## src/rtl/vram_write_scheduler.sv

```systemverilog
// vram_write_scheduler
//   Arbitrates the single VRAM write port between the character writer
//   (single-byte beats) and an internal row-clear engine. The row-clear engine
//   fills one row with FILL. Every VRAM write output is registered, and only
//   one beat is presented to VRAM at a time.
module vram_write_scheduler #(
   parameter int         COLS = 80,
   parameter int         ROWS = 30,
   parameter logic [7:0] FILL = 8'h20
) (
   input  logic       clk,
   input  logic       reset,
   // character writer side
   output logic       in_ready,
   input  logic       in_valid,
   input  logic [4:0] in_row,
   input  logic [6:0] in_col,
   input  logic [7:0] in_byte,
   // row-clear command side
   output logic       clear_ready,
   input  logic       clear_valid,
   input  logic [4:0] clear_row,
   output logic       clear_done,
   output logic       busy,
   // VRAM write port
   input  logic       write_ready,
   output logic       write_valid,
   output logic [4:0] write_row,
   output logic [6:0] write_col,
   output logic [7:0] write_byte
);

   typedef enum logic [1:0] {
      IDLE  = 2'd0,
      PASS  = 2'd1,
      CLEAR = 2'd2
   } state_t;

   localparam logic [6:0] LAST_COL  = 7'(COLS - 1);
   localparam logic [5:0] ROW_LIMIT = 6'(ROWS);

   state_t state;
   logic   accept;
   logic   row_in_range;

   // A beat leaves the port only when VRAM takes it.
   assign accept       = write_valid & write_ready;
   // Rows at or past ROWS are acknowledged but produce no writes.
   assign row_in_range = ({1'b0, clear_row} < ROW_LIMIT);

   // Request acceptance: only from IDLE, and clear has priority over the writer.
   assign clear_ready = (state == IDLE);
   assign in_ready    = (state == IDLE) & ~clear_valid;
   assign busy        = (state != IDLE);

   // Arbitration FSM and registered VRAM write outputs.
   always_ff @(posedge clk or posedge reset) begin
      if (reset) begin
         state       <= IDLE;
         write_valid <= 1'b0;
         write_row   <= 5'd0;
         write_col   <= 7'd0;
         write_byte  <= 8'd0;
         clear_done  <= 1'b0;
      end else begin
         // NOTE: all state here uses <= so every register samples pre-edge
         // values; the default below makes clear_done a one-cycle pulse.
         clear_done <= 1'b0;
         case (state)
            IDLE: begin
               if (clear_valid) begin
                  if (row_in_range) begin
                     write_row   <= clear_row;
                     write_col   <= 7'd0;
                     write_byte  <= FILL;
                     write_valid <= 1'b1;
                     state       <= CLEAR;
                  end else begin
                     clear_done <= 1'b1;
                  end
               end else if (in_valid) begin
                  write_row   <= in_row;
                  write_col   <= in_col;
                  write_byte  <= in_byte;
                  write_valid <= 1'b1;
                  state       <= PASS;
               end
            end
            PASS: begin
               if (accept) begin
                  write_valid <= 1'b0;
                  state       <= IDLE;
               end
            end
            CLEAR: begin
               if (accept) begin
                  if (write_col == LAST_COL) begin
                     write_valid <= 1'b0;
                     clear_done  <= 1'b1;
                     state       <= IDLE;
                  end else begin
                     write_col <= write_col + 7'd1;
                  end
               end
            end
            default: begin
               write_valid <= 1'b0;
               state       <= IDLE;
            end
         endcase
      end
   end

endmodule

```

## config.mk

```make
export PLATFORM = sky130hd
export DESIGN_NAME = vram_write_scheduler
export DESIGN_NICKNAME = d
export VERILOG_FILES = /design/src/rtl/vram_write_scheduler.sv
export SDC_FILE = /design/constraint.sdc
export NUM_CORES = 1
export LEC_CHECK = 0
export ABC_AREA = 1
export CORE_ASPECT_RATIO = 1.25
export CORE_UTILIZATION = 43
export DETAILED_ROUTE_END_ITERATION = 7
export GPL_TIMING_DRIVEN = 0
export PLACE_DENSITY = 0.86
export SLEW_MARGIN = 15
export SYNTH_ARGS = -nofsm -noshare
export SYNTH_HDL_FRONTEND = slang
export SYNTH_SLANG_ARGS = --single-unit
```

## constraint.sdc

```tcl
create_clock -name clk -period 1.8 [get_ports clk]
set_input_delay 0.18 -clock clk [delete_from_list [all_inputs] [get_ports clk]]
set_output_delay 0.18 -clock clk [all_outputs]
set_load 0.02 [all_outputs]
```

==> flow_summary.toml, run 1 <==
[yosys]
synth_compound_area_share_pct = 8.76
synth_area_leaders = "dfrtp_1, nand2_1, o21ai_1"
synth_xor_area_share_pct = 0
synthSimpleGateAreaFrac_pct = 37.8
synth_top_family_by_area = "simple AND/OR/NAND/NOR gates"
yosys_warnings = 0
synth_cells = 173
synth_top_area_share_pct = 43.4
yosys.area.top_type = "dfrtp_1"
yosys.area_share.adder_pct = 0.903
synth_area_mm2 = 0.00139
syn_avg_cell_area_um2 = 8.01
syn-num-nets = 204
synth_mux_area_share_pct = 3.61
seq_area_frac_synth_pct = 43.4
yosys_register_bits = 24
ys_types = 18

[worst_setup_path]
cp_cell_sequence = "inv_2 > nand2_4 > nor2_4 > dlygate4sd2_1"
cp-end-kind = "output pin"
critPathMaxStageDelay_ps = 450
critPathRequiredTime_ps = 1620
cp.arrival_ps = 1460
cpLargestDelayFamily = "buffers and inverters"
slowest_stage = "dfrtp_1"
crit_fanout = 4
worst-setup-path-type = "reg2out"
critPathLaunchType = "flop"
path_buf_inv = 2

[power]
report.power.total_mw = 3.05
max-vdd-ir-drop_mv = 1.11
p_leak_nw = 0.950
powerDensity_mw_per_mm2 = 1530

[cts]
clockBufferDepth = 2
cts_sinks = 24
cts-root-buf = "clkbuf_4"
holdBufCountCts = 0
cts_tree = "yes"
worstSkewPairLatency_ps = 300
cts_buffers = 3
htree_levels = 1
path_clk_slew_ps = 120

[drt]
vias_per_cell = 4.95
drt_wl_total_mm = 3.14
drc_errors = 0
first_iter_violations = 18
wl_per_cell_um = 11.8
ant_nets = 0
vias = 1317
drt-pass1-iter-count = 4

[run]
maxCapViolCount = 0

[die]
rows = 22
core_area_mm2 = 0.00300
die_y_um = 65.5
dieArea_mm2 = 0.00345
die_w_um = 52.8
io_pins = 55
start_util_pct = 46.2

[finish]
nets = 263
final_core_util_pct = 66.3
drive_above_1_share_pct = 10.4
area_delta_synth_final_pct = 43.6
n_antenna_cell = 0

[timing]
rsz0062_at_grt = "false"
fin_skew_ps = 3.03
setup_viol = 0
hold_viol = 0
tightest_slew_ps = 927
period_needed_ps = 1640
slew_violations = 0
relSlewSlack_pct = 38.1
fmax_mhz = 609
fin_ws_ps = 157
holdWs_ps = 368
fin_crit_sh_pct = 91.3

[outcome]
status = "complete, no violations"

[global_route]
grt_max_degree = 25
grt.total_usage_pct = 20.6
grt_pass1_wl_mm = 5.29
grt_overflow = 0
antenna_found_initial = 0
grt_pass1_vias = 1310

[place]
gp_congestion = 0.811
portBuffers = 54
hpwl_mm = 2.43
place_ws_ps = -2.18

[hold_path]
hold_class = "in2async"
## worst paths after layout
kind                            slack [ps]                        end  cells past startpoint                     start
worst min register to register         500   write_row[3]$_DFFE_PP0P_                      2  write_row[3]$_DFFE_PP0P_
min in group clk                       410  write_byte[7]$_DFFE_PP0P_                      3                in_byte[7]
worst max-delay path                   160                   in_ready                      4      state[0]$_DFFE_PP0P_
worst max register to register         210   write_col[5]$_DFFE_PP0P_                      8  write_col[0]$_DFFE_PP0P_
worst min-delay path                   370   write_col[1]$_DFFE_PP0P_                      2                     reset
max in group asynchronous              870    write_valid$_DFFE_PP0P_                      2                     reset
## sequential cells by signal (all words and copies together), names as in the netlist
register,cells
write_row,5
write_valid,1
write_col,7
state,2
write_byte,8
clear_done,1
## layout make-up
cell class	instances	area, um^2
buffer	3	33.8
clock buffer	3	22.5
fill	262	1010
inverter	11	43.8
multi-input combinational	135	707
sequential	24	601
tap	36	45.0
timing repair buffer	54	537
## metrics by stage
stage          cell area (um^2)  TNS, ps  cells
3_3_place_gp               1970    -4.17    263
6_report                   1990        0    266
2_1_floorplan              1390        0    173
5_1_grt                    1990        0    266
4_1_cts                    1990        0    266
3_5_place_dp               1970    -2.18    263
## cell families (layout without fill, tap and decap cells)
kind of cell / after synthesis / after routing
flops: 24 / 24
simple gates: 108 / 108
buf+inv: 14 / 71
fa+ha+maj: 1 / 1
compound gates: 21 / 21
mux: 5 / 5
## report_power, final
group	total [mW]	internal [mW]	switching, mW
registers	0.972	0.777	0.195
clock network	0.227	0.0780	0.149
logic	1.85	0.800	1.05
## synthesized netlist by cell type
cell,count
buf_6,3
dfrtp_1,24
ha_1,1
inv_1,6
inv_2,4
inv_4,1
mux2i_1,5
nand2_1,71
nand2_4,6
nand3_1,13
nand3_2,1
nor2_1,12
nor2_2,1
nor2_4,2
nor2_8,2
o211ai_4,1
o21ai_0,6
o21ai_1,14
## repair_timing
item / in CTS / in global routing
resized for setup: 3 / 0
endpoints found under the setup margin: 3 / 0
buffers inserted: 0 / 0
## cells in the final DEF (no fill, tap or decap), drive strengths merged
cell / count
inv: 11
o211ai: 1
dlygate4sd2: 3
nand2: 77
clkdlybuf4s50: 51
clkbuf: 3
mux2i: 5
nor2: 17
ha: 1
o21ai: 20
nand3: 14
buf: 3
dfrtp: 24
## layer usage
layer / wire length, um / vias up / share of wire (%) / track usage, %
met5: 0 / - / 0 / 0
met4: 34 / 0 / 1.1 / 8.55
met3: 204 / 4 / 6.5 / 5.79
met2: 1610 / 39 / 51 / 36.1
met1: 1290 / 605 / 41 / 22.6
li1: - / 669 / - / -
No activity file was read; power rests on OpenSTA's default activity.
==> run 2: changes to the inputs <==
--- a/config.mk
+++ b/config.mk
@@ -7,6 +7,7 @@
 export LEC_CHECK = 0
 export ABC_AREA = 1
 export CORE_ASPECT_RATIO = 1.25
+export CORE_MARGIN = 8
 export CORE_UTILIZATION = 43
 export DETAILED_ROUTE_END_ITERATION = 7
 export GPL_TIMING_DRIVEN = 0
==> run 2 against run 1 <==
First-iteration DRC count grew 140%. Sequential share of layout area decreased by 0.56 points. Hold slack better by 37 ps. Clock-buffer cell count up 1.
==> flow_summary.toml, run 2 (synthesized netlist as in run 1, its figures left out) <==
[timing]
fin_crit_sh_pct = 95.8
tightest_slew_ps = 908
relSlewSlack_pct = 39.4
period_needed_ps = 1720
rsz0062_at_grt = "false"
slew_violations = 0
fmax_mhz = 580
fin_skew_ps = 3.19
tns_ps = 0
setup_viol = 0
hold_viol = 0
holdWs_ps = 405

[run]
maxCapViolCount = 0

[global_route]
antenna_found_initial = 0
grt_overflow = 0
grt.total_usage_pct = 14.8
grt_max_degree = 25
grt_pass1_vias = 1414
grt_pass1_wl_mm = 6.35

[worst_setup_path]
cp-startpoint = "state[0]$_DFFE_PP0P_"
worst-setup-path-type = "reg2out"
cp.arrival_ps = 1540
cp-end-kind = "output pin"
crit_fanout = 4
ff2ff_path_depth = 8
r2r-start = "write_col[0]$_DFFE_PP0P_"
critPathRequiredTime_ps = 1620
critPathLaunchType = "flop"

[finish]
reg_top3 = "write_byte (8), write_col (7), write_row (5)"
n_fill_cell = 257
top_register = "write_byte"
nets = 263
n_antenna_cell = 0
area_delta_synth_final_pct = 46.3
drive_above_1_share_pct = 11.3
final_core_util_pct = 64.6
fin_area_mm2 = 0.00203
mostFrequentLayoutCell = "nand2_1"
final_cell_mix = "nand2_1, clkdlybuf4s50_1, dfrtp_1"
largest_reg_flops = 8

[drt]
first_iter_violations = 44
vias = 1311
vias_per_cell = 4.89
drt_wl_total_mm = 3.60
wl_per_cell_um = 13.4
drc_errors = 0
ant_nets = 0
drt-pass1-iter-count = 4

[hold_path]
hold_class = "in2async"

[die]
die_y_um = 79.5
core_area_mm2 = 0.00314
die_w_um = 66.8
start_util_pct = 44.2
rows = 23
io_pins = 55
dieArea_mm2 = 0.00530

[cts]
worstSkewPairLatency_ps = 270
cts_sinks = 24
htree_levels = 1
cts-root-buf = "clkbuf_8"
holdBufCountCts = 0
clockBufferDepth = 2
postCtsSetupBuffers = 0
cts_tree = "yes"
cts_buffers = 3
path_clk_slew_ps = 80

[place]
portBuffers = 54
place_area_mm2 = 0.00197
hpwl_mm = 2.81
gp_congestion = 0.816

[power]
report.power.total_mw = 3.22
max-vdd-ir-drop_mv = 1.13
p_leak_nw = 0.963
powerDensity_mw_per_mm2 = 1590

[outcome]
status = "complete, no violations"
-- run 2: final timing paths --
check	slack (ps)	end
max	80	busy
min	400	write_byte[3]$_DFFE_PP0P_
max reg2reg	220	write_col[5]$_DFFE_PP0P_
min reg2reg	490	state[1]$_DFFE_PP0P_
max in group asynchronous	840	clear_done$_DFF_PP0_
min in group clk	460	write_byte[7]$_DFFE_PP0P_
-- run 2: area by class of cell --
type | count | area [um^2] | share of cell area, %
inverter | 11 | 43.8 | 2.16
timing repair buffer | 54 | 538 | 26.5
clock buffer | 4 | 55.1 | 2.72
multi-input combinational | 135 | 709 | 35.0
buffer | 3 | 33.8 | 1.67
sequential | 24 | 601 | 29.6
tap | 37 | 46.3 | 2.28
-- run 2: what timing repair did --
item / 4_1_cts / 5_1_grt
pin swaps: 0 / 0
resized for setup: 2 / 1
endpoints found under the setup margin: 2 / 2
-- run 2: report_power, final --
part / switching, mW / leakage [nW] / total [mW] / internal, mW
logic: 1.07 / 0.628 / 1.88 / 0.809
clock network: 0.174 / 0.0288 / 0.369 / 0.196
registers: 0.189 / 0.306 / 0.967 / 0.778
total: 1.44 / 0.963 / 3.22 / 1.78
-- run 2: metrics by stage --
stage                     worst slack, ps  std cells
after CTS                            58.9        268
after global placement              -11.8        264
final                                75.4        268
after floorplan                       302        173
after detailed placement            -32.2        264
after global routing                 20.1        268
-- run 2: routing by layer --
metal / share of wire (%) / up-vias / GRT usage [%]
met1: 39 / 592 / 16.4
met3: 10 / 7 / 6.74
met5: 0 / - / 0
met4: 1.7 / 0 / 5.14
li1: - / 667 / -
met2: 49 / 45 / 24.2
-- run 2: worst max-delay path, stage by stage, from the launching register on --
cell,delay (ps)
dfrtp_1,430
inv_2,90
nand2_4,140
clkdlybuf4s50_1,620
==> edit 1, RTL diff (config.mk and constraints of run 1) <==
Encoding of `state_t`: now one-hot (3 bits for 3 states).
--- a/src/rtl/vram_write_scheduler.sv
+++ b/src/rtl/vram_write_scheduler.sv
@@ -30,10 +30,10 @@
    output logic [7:0] write_byte
 );
 
-   typedef enum logic [1:0] {
-      IDLE  = 2'd0,
-      PASS  = 2'd1,
-      CLEAR = 2'd2
+   typedef enum logic [2:0] {
+      IDLE  = 3'b001,
+      PASS  = 3'b010,
+      CLEAR = 3'b100
    } state_t;
 
    localparam logic [6:0] LAST_COL  = 7'(COLS - 1);
Behaviour: same outputs for any inputs over 10 cycles, from zero or initial values and one cycle with reset high; not proved beyond that.
==> edit 1 against run 1 <==
Sequential share of layout area decreased by 0.81 points; area after synthesis increased by 9.3%; clock skew increased by 0.0053 ns; routed wire length increased by 6.8%; worst setup slack got worse by 0.097 ns; sequential cell count increased by 1; first-iteration DRC count increased by 28%; cell area increased by 7.5%; non-clock buffer count increased by 1; maximum frequency decreased by 5.6%; critical path type unchanged; highest routed layer unchanged.
Power is left out: it rests on default switching activity, and per cell area and clock period it moved more than threefold.
==> edit 1: results (changes against run 1) <==
first-pass GRT wire length -> 5.50 mm (+3.9%)
largest cells by area after synthesis -> dfrtp_1 (40%), nand2_1 (15%), o21ai_2 (7.5%)
M1 GR Usage -> 25.2% (+2.6 points)
Synth Area per Inst -> 8.32 µm² (+3.9%)
GR met3 Demand/Resource -> 4.67% (-1.1 points)
length of routed wiring on met1 -> 1.40 mm (+8.0%)
reg-to-reg endpoint -> state[2]$_DFFE_PP0P_
IO Port Bufs -> 53 (-1.9%)
Slowest cell on crit path -> dfstp_2
status -> completed
number of global-route vias before repair -> 1,273 (-2.8%)
drt via density -> 4.97 (+0.47%)
Hold Path Class -> in2reg
Worst Skew -> 0.00838 ns (+0.00535 ns)
R2R setup slack -> 0.29 ns (+0.08 ns)
Synth cell types -> 27 (+9)
layout cell share with drive strength beyond 1 -> 23.4% (+13 points)
Max FO, Critical Path -> 5 (+1)
HPWL after DPL -> 2.52 mm (+3.7%)
Area after DPL -> 2090 µm² (+6.1%)
most common library cells after synthesis -> nand2_1 (59), dfrtp_1 (24), nand3_1 (18)
largest net degree at the start of global routing -> 26 (+4.0%)
Max-Slew Margin vs Limit -> 35.6% (-2.5 points)
Iteration-0 DRC Markers -> 23 (+5)
crit path DAT -> 1.56 ns (+0.10 ns)
met2 Usage GRT -> 33.9% (-2.2 points)
Worst Setup EP -> busy
Vias -> 1,373 (+4.3%)
metal3 WL -> 226 µm (+11%)
edit 1: metrics by stage:
step           setup slack (ns)  hold WS, ns
2_1_floorplan             0.336        0.207
3_3_place_gp              0.148        0.465
3_5_place_dp              0.150        0.467
4_1_cts                  0.0451        0.228
5_1_grt                  0.0153        0.246
6_report                 0.0599        0.223
edit 1: cell families after synthesis:
logic type | share of synthesized area [%]
compound gates | 11.0
fa+ha+maj | 0.826
mux | 2.64
flops | 41.4
xor+xnor | 0.579
buf+inv | 7.19
simple gates | 36.4
edit 1: cell type report:
class	instances	area, µm²
repair buffers	53	528
multi-input cells	137	778
plain buffers	5	50.0
fillers	287	1140
clock inverters	1	7.51
well taps	37	46.3
inverters	15	58.8
clock buffers	3	41.3
flip-flops and latches	25	628
edit 1: worst register-to-register path, delay by kind of cell (launching register included):
family,cells,cell delay (ns)
and+or+nand+nor,7,0.76
DFF,1,0.43
adders and majority gates,1,0.21
==> edit 2, RTL diff (flow settings as in run 1) <==
Without the edit above. `ROWS`: 30 -> 15.
--- a/src/rtl/vram_write_scheduler.sv
+++ b/src/rtl/vram_write_scheduler.sv
@@ -5,7 +5,7 @@
 //   one beat is presented to VRAM at a time.
 module vram_write_scheduler #(
    parameter int         COLS = 80,
-   parameter int         ROWS = 30,
+   parameter int         ROWS = 15,
    parameter logic [7:0] FILL = 8'h20
 ) (
    input  logic       clk,
Function: changed (Yosys sat finds a counterexample within 4 cycles, from zero or initial values and one cycle with reset high).
==> edit 2 against run 1 <==
Worst setup slack got worse by 0.087 ns; area after synthesis rose by 5.1%; cell area rose by 5.8%; die area rose by 5.0%; cell count rose by 0.38%; sequential cell count did not move; sequential share of layout area fell by 1.7 points; synthesized cell count did not move; power rose by 7.3%; register-to-register slack improved by 0.05 ns; routed wire length rose by 3.2%; non-clock buffer count did not move.
==> edit 2: results (changes against run 1) <==
clk_lat worst skew -> 0.27 ns (-0.03 ns)
Leakage -> 1.01 nW (+6.6%)
async set-reset flop share out of synthesis -> 100% (unchanged)
pre-CTS WS -> 0.122 ns (+0.124 ns)
clock slew at reported path FFs -> 0.08 ns (-0.04 ns)
crit-path max cell delay -> 0.63 ns (+0.18 ns)
drt via density -> 4.86 (-1.9%)
WL/cell -> 12.1 µm (+2.8%)
metal3 WL -> 152 µm (-25%)
M1 GR Usage -> 24.2% (+1.6 points)
Iteration-0 DRC Markers -> 19 (+1)
Resized cells post-CTS -> 1 (-2)
Vias -> 1,297 (-1.5%)
R2R cell count -> 8 (unchanged)
Max VDD drop -> 0.890 mV (-20%)
GR met3 Demand/Resource -> 4.57% (-1.2 points)
Synth cell types -> 24 (+6)
Synth Area in XOR/XNOR -> 1.80% (+1.8 points)
Area after DPL -> 2030 µm² (+3.2%)
status -> completed
final period utilization -> 96.1% (+4.8 points)
RePlAce Congestion -> 0.834 (+2.9%)
HPWL after DPL -> 2.41 mm (-0.63%)
Hold Path Class -> in2reg
Synth Area in Adders -> 0.859% (-0.044 points)
Met2 Wirelength -> 1.62 mm (+1.0%)
first-pass GRT wire length -> 5.44 mm (+2.9%)
largest cells by area after synthesis -> dfrtp_1 (41%), nand2_1 (14%), o21ai_2 (7.8%)
length of routed wiring on met1 -> 1.42 mm (+9.7%)
Max FO, Critical Path -> 5 (+1)
layout cell share with drive strength beyond 1 -> 18.7% (+8.3 points)
internal power -> 1.89 mW (+14%)
Worst Setup EP -> clear_ready
Synth Area per Inst -> 8.42 µm² (+5.1%)
most common library cells after synthesis -> nand2_1 (53), dfrtp_1 (24), inv_1 (15)
FILL cells -> 259 (-1.1%)
Worst Skew -> 0.00748 ns (+0.00445 ns)
IO Port Bufs -> 53 (-1.9%)
Max-Slew Margin vs Limit -> 38.6% (+0.44 points)
compound-cell area share of the yosys netlist -> 17.6% (+8.8 points)
largest net degree at the start of global routing -> 25 (unchanged)
number of global-route vias before repair -> 1,225 (-6.5%)
R2R setup slack -> 0.26 ns (+0.05 ns)
Min Hold Slack -> 0.242 ns (-0.126 ns)
crit path from -> state[1]$_DFFE_PP0P_
CTS Root Cell -> clkbuf_8
sequential-to-total area share from yosys stat -> 41.2% (-2.1 points)
GRT Resource Usage Total -> 20.8% (+0.17 points)
multiplexer area fraction after synthesis -> 2.06% (-1.6 points)
met2 Usage GRT -> 35.2% (-0.89 points)
crit path DAT -> 1.55 ns (+0.09 ns)
==> edit 2: changes by cell type in the layout (fill, tap and decap cells not counted), moves of 6 or more <==
cell,delta
nand2_2,+10
nor2_1,-6
o21bai_1,+9
nand2_1,-18
inv_1,+9
o21ai_2,+13
o21ai_1,-14
==> edit 2: power groups by stage <==
stage	Clock, mW	Combinational (mW)	Sequential [mW]
after floorplan	0	0.890	1.20
after global placement	0	1.83	0.962
after detailed placement	0	1.85	0.964
after CTS	0.487	1.86	0.961
after global routing	0.518	2.00	0.994
final	0.476	1.84	0.965
==> edit 2: area by class of cell <==
cell class / count / area, µm² / area share, %
Clock inverter: 1 / 30.0 / 1.43
Timing Repair Buffer: 53 / 532 / 25.3
Multi-Input combinational cell: 126 / 743 / 35.3
Inverter: 19 / 71.3 / 3.39
Sequential cell: 24 / 601 / 28.5
Tap cell: 37 / 46.3 / 2.20
Buffer: 4 / 41.3 / 1.96
Clock buffer: 3 / 41.3 / 1.96
